--- config.mk ---
export PLATFORM = sky130hd
export DESIGN_NAME = irq_encoder16
export DESIGN_NICKNAME = d
export VERILOG_FILES = /design/src/rtl/irq_encoder16.sv
export SDC_FILE = /design/constraint.sdc
export NUM_CORES = 1
export LEC_CHECK = 0
export ABC_AREA = 1
export CORE_MARGIN = 5
export CORE_UTILIZATION = 40
export CTS_BUF_LIST = sky130_fd_sc_hd__clkbuf_8
export DETAILED_ROUTE_END_ITERATION = 8
export DONT_BUFFER_PORTS = 1
export MAX_ROUTING_LAYER = met4
export PLACE_DENSITY = 0.66
export SYNTH_ARGS = -nofsm -noshare
export SYNTH_HDL_FRONTEND = slang
export SYNTH_SLANG_ARGS = --single-unit
export TNS_END_PERCENT = 50
--- constraint.sdc ---
create_clock -name clk -period 1.54 [get_ports clk]
set_clock_uncertainty 0.1 [all_clocks]
set_input_delay 0.154 -clock clk [delete_from_list [all_inputs] [get_ports clk]]
set_output_delay 0.154 -clock clk [all_outputs]
set_load 0.01 [all_outputs]
--- src/rtl/irq_encoder16.sv ---
// ----------------------------------------------------------------------------
// irq_encoder16
//
// Registered 16-to-4 interrupt priority encoder with a valid/ack handshake.
// Rising edges on the request lines are latched into a pending register.
// The highest-priority pending and enabled request is presented to the CPU
// as a 4-bit code. The code is held stable until the CPU acknowledges it.
//
// Parameters
//   PRIO_HIGH_FIRST : 1 = bit 15 has the highest priority, 0 = bit 0 does
//   MASK_RESET      : reset value of the mask register (1 = enabled)
//
// Ports
//   clk      in   1   clock, all state changes on the rising edge
//   rst      in   1   synchronous active-high reset
//   req      in  16   request lines, rising-edge detected
//   mask_we  in   1   mask write strobe
//   mask_in  in  16   new mask value, written when mask_we = 1
//   ack      in   1   CPU acknowledge of the presented code
//   code     out  4   index of the presented request
//   valid    out  1   code is valid and held stable
//   pending  out 16   raw pending register (unmasked)
//   mask     out 16   current mask register
// ----------------------------------------------------------------------------
module irq_encoder16 #(
    parameter bit          PRIO_HIGH_FIRST = 1'b1,
    parameter logic [15:0] MASK_RESET      = 16'hFFFF
) (
    input  logic        clk,
    input  logic        rst,
    input  logic [15:0] req,
    input  logic        mask_we,
    input  logic [15:0] mask_in,
    input  logic        ack,
    output logic [3:0]  code,
    output logic        valid,
    output logic [15:0] pending,
    output logic [15:0] mask
);

    typedef enum logic {
        IDLE    = 1'b0,
        PRESENT = 1'b1
    } state_t;

    state_t      state_reg;
    state_t      state_next;

    logic [15:0] req_q_reg;
    logic [15:0] pending_reg;
    logic [15:0] pending_next;
    logic [15:0] mask_reg;
    logic [15:0] mask_next;
    logic [3:0]  code_reg;
    logic [3:0]  code_next;

    logic [15:0] req_edge;
    logic [15:0] clr;
    logic [15:0] eligible;
    logic [3:0]  sel_index;
    logic        ack_taken;

    // ------------------------------------------------------------------
    // Per-bit edge detection and pending update. The clear is only ever
    // one-hot (the presented code), and a new edge on the same bit wins
    // over the clear so a re-raised request is never lost.
    // ------------------------------------------------------------------
    genvar gi;
    generate
        for (gi = 0; gi < 16; gi++) begin : g_bit
            assign req_edge[gi]     = req[gi] & ~req_q_reg[gi];
            assign clr[gi]          = ack_taken && (code_reg == 4'(gi));
            assign pending_next[gi] = (pending_reg[gi] & ~clr[gi]) | req_edge[gi];
        end
    endgenerate

    // Selection uses the mask as registered this cycle; a mask write in the
    // same cycle only affects selection from the next cycle on.
    assign eligible  = pending_reg & mask_reg;
    assign mask_next = mask_we ? mask_in : mask_reg;

    // ------------------------------------------------------------------
    // Priority encoder. The scan runs from lowest to highest priority so
    // that the last set bit seen is the winner.
    // ------------------------------------------------------------------
    always_comb begin
        sel_index = 4'd0;
        if (PRIO_HIGH_FIRST) begin
            for (int i = 0; i < 16; i++) begin
                if (eligible[i]) begin
                    sel_index = 4'(i);
                end
            end
        end else begin
            for (int i = 15; i >= 0; i--) begin
                if (eligible[i]) begin
                    sel_index = 4'(i);
                end
            end
        end
    end

    // ------------------------------------------------------------------
    // Handshake FSM, next-state logic. In PRESENT the code is frozen even
    // if a higher-priority request arrives or the presented bit is masked.
    // ack has no effect in IDLE.
    // ------------------------------------------------------------------
    always_comb begin
        state_next = state_reg;
        code_next  = code_reg;
        ack_taken  = 1'b0;
        case (state_reg)
            IDLE: begin
                if (eligible != 16'h0000) begin
                    code_next  = sel_index;
                    state_next = PRESENT;
                end
            end
            PRESENT: begin
                if (ack) begin
                    ack_taken  = 1'b1;
                    state_next = IDLE;
                end
            end
            default: begin
                state_next = IDLE;
            end
        endcase
    end

    // ------------------------------------------------------------------
    // State registers. req_q resets to zero so a request held high across
    // reset release registers as one fresh edge.
    // ------------------------------------------------------------------
    always_ff @(posedge clk) begin
        if (rst) begin
            state_reg   <= IDLE;
            req_q_reg   <= 16'h0000;
            pending_reg <= 16'h0000;
            mask_reg    <= MASK_RESET;
            code_reg    <= 4'd0;
        end else begin
            state_reg   <= state_next;
            req_q_reg   <= req;
            pending_reg <= pending_next;
            mask_reg    <= mask_next;
            code_reg    <= code_next;
        end
    end

    assign code    = code_reg;
    assign valid   = (state_reg == PRESENT);
    assign pending = pending_reg;
    assign mask    = mask_reg;

endmodule
==> summary.txt <==
Status: complete, no violations
Hpwl dp: 4.045 mm
Crit Path Class: reg2reg
Slew HR: 61.87%
Chip Width: 81.76 µm
Critical Path RT: 1.65 ns
Worst setup EP type: register
Ys Warns: 0
Hold path start: rst
Synth area leaders: dfxtp_1 (52%), nand2_1 (13%), nor2_1 (10%), nand3_1 (5.8%), a21oi_1 (4.1%)
Final min period: 1.454 ns
Sink Count: 53
Routed Antenna Nets: 0
RSZ-0062 raised after global routing: true
#FFs+latches synth: 53
H-tree depth: 2
Share of layout cells above drive strength 1: 20.80%
Cts bufs inserted: 5
Worst r2r dst: code[0]
Worst setup margin: 0.08625 ns
Syn Inst Count: 283
Initial antenna violation count: 0
Initial detailed-routing violation count: 76
Largest net degree at the start of global routing: 35
Final Hold Viols: 0
Post-route DRC: 0
IO buf count: 0
Worst min path class: in2reg
Setup Viol. Count Final: 0
Hold WS: 0.01101 ns
Die Ht: 81.76 µm
Share of the synthesized area in the top cell type: 51.52%
Crit Path Max Fanout: 6
Gpl congestion: 0.9052
Register-to-register setup slack: 0.09 ns
Routed WL per cell: 13.48 µm
Slew @ Worst Pin: 0.5701 ns
Grt total ovfl: 0
Yosys cell types: 21
Fin. max-slew vios: 0
Most common cell after layout, fill and taps aside: nand2_1
Worst R2R Start: mask[7]
Syn_nets: 319
Clk Latency, worst-skew pair: 0.31 ns
Vias per cell: 4.751
First-pass GRT wire length: 8.742 mm
Vias in the first global route: 1856
Syn avg cell area: 7.277 µm²
Clock Tree Root: clkbuf_8
Max Root-Sink Buffers: 2
IO Count: 73
Most frequent cells in the layout: nand2_1 (72), nor2_1 (56), dfxtp_1 (44)
Total GRT Usage: 17.88%
Pwr dens: 1070 nW/µm²
Nets: 386
Die area: 6684 µm²
Dpl ws: 0.04186 ns
WHS Endpoint: mask[13]
Worst-path clk slew: 0.09 ns
TritonCTS clock tree: yes
Sequential fraction of the synthesis area: 51.52%
Period utilization: 94.40%
Drt total wl: 5.673 mm
VDD IR max: 0.5803 mV
Hold path depth: 2
Leak Pwr: 1.346 nW
Mapped cell area: 2059 µm²
CP startpoint kind: register
Fmax: 687.9 MHz
Starting Density: 40.84%
# rows: 26
N_diodes: 0
Core box area: 5042 µm²
Via count: 2000
Critical Path AT: 1.56 ns
1st-pass router iterations: 4
Layout area overhead: 39.31%
Maxcap violations: 0
Reg2reg path depth: 9
Area leader, netlist: dfxtp_1
-- report_power, final --
part / switching [mW] / total, mW / internal (mW)
combinational: 0.321 / 0.580 / 0.259
clock: 0.451 / 0.933 / 0.482
sequential: 0.0846 / 1.56 / 1.47
total: 0.856 / 3.07 / 2.21
-- worst max path at each step --
stage / to / from / slack [ns] / cells after the start
2_1_floorplan: code[1] / pending[3] / 0.17 / 9
3_3_place_gp: code[1] / mask[7] / 0.11 / 9
3_5_place_dp: code[1] / mask[7] / 0.04 / 9
4_1_cts: code[1] / mask[7] / 0.03 / 9
5_1_grt: code[0] / pending[14] / -0.03 / 9
6_report: code[0] / mask[7] / 0.09 / 9
-- cell usage after synthesis --
library cell,number
a31oi_1,3
a21oi_1,17
nand3_1,24
nor3_2,3
inv_2,6
o21ai_1,3
nor2_2,2
o21ai_0,1
nor2_4,2
nand2_1,74
nand2_2,4
nor3_1,3
nor2_1,57
clkbuf_1,7
inv_1,19
inv_4,1
dfxtp_1,53
nand4_1,1
a21oi_2,1
buf_1,1
a211oi_2,1
-- kinds of logic (layout without fill, tap and decap cells) --
| family | count (synthesis) | in the layout | synth area share (%) |
|---|---|---|---|
| compound gates | 26 | 26 | 7.047 |
| buf+inv | 34 | 102 | 6.319 |
| flops | 53 | 53 | 51.52 |
| simple gates | 170 | 170 | 35.12 |
-- critical path: stages (launching register included) --
cell and delay, ns:
dfxtp_4 0.38, nand2_1 0.08, nand2_2 0.07, nor2_1 0.05, nand4_1 0.15, nor2_4 0.05, nor2_4 0.18, inv_4 0.06
a21oi_1 0.17, a21oi_2 0.07
-- per-layer routing --
layer  routed length (µm)  GRT usage, %  share of wire, %  vias to the layer above
met5                    0             -                 0                        -
met4                  167         7.475               2.9                        0
met3                  402         4.715               7.1                       14
met2                 2742         28.84                48                       54
met1                 2359         21.07                42                      908
li1                     -             -                 -                     1024
-- layout make-up --
| class | instances | area, µm² |
|---|---|---|
| Fill cell | 477 | 2173 |
| Multi-Input combinational cell | 196 | 887.1 |
| Timing Repair Buffer | 68 | 608.1 |
| Sequential cell | 53 | 1075 |
| Tap cell | 70 | 87.58 |
| Inverter | 26 | 100.1 |
| Clock buffer | 5 | 68.82 |
| Clock inverter | 3 | 42.54 |
-- metrics by stage --
stage,cell area (µm²),utilization [%],TNS (ns),std cells,power (mW)
detailed placement,2357,46.75,0,377,2.053
floorplan,2059,-,0,283,1.889
global placement,2357,46.75,0,377,2.041
global route,2869,56.90,-0.03012,421,3.235
CTS,2819,55.91,0,419,3.076
finish,2869,56.90,0,421,3.071
-- what timing repair did --
action,4_1_cts,5_1_grt
hold buffers,34,1
hold endpoints to repair,50,2
setup endpoints to repair,0,5
gates resized for setup,0,15
setup buffers,0,1
(Power assumes the default switching activity.)
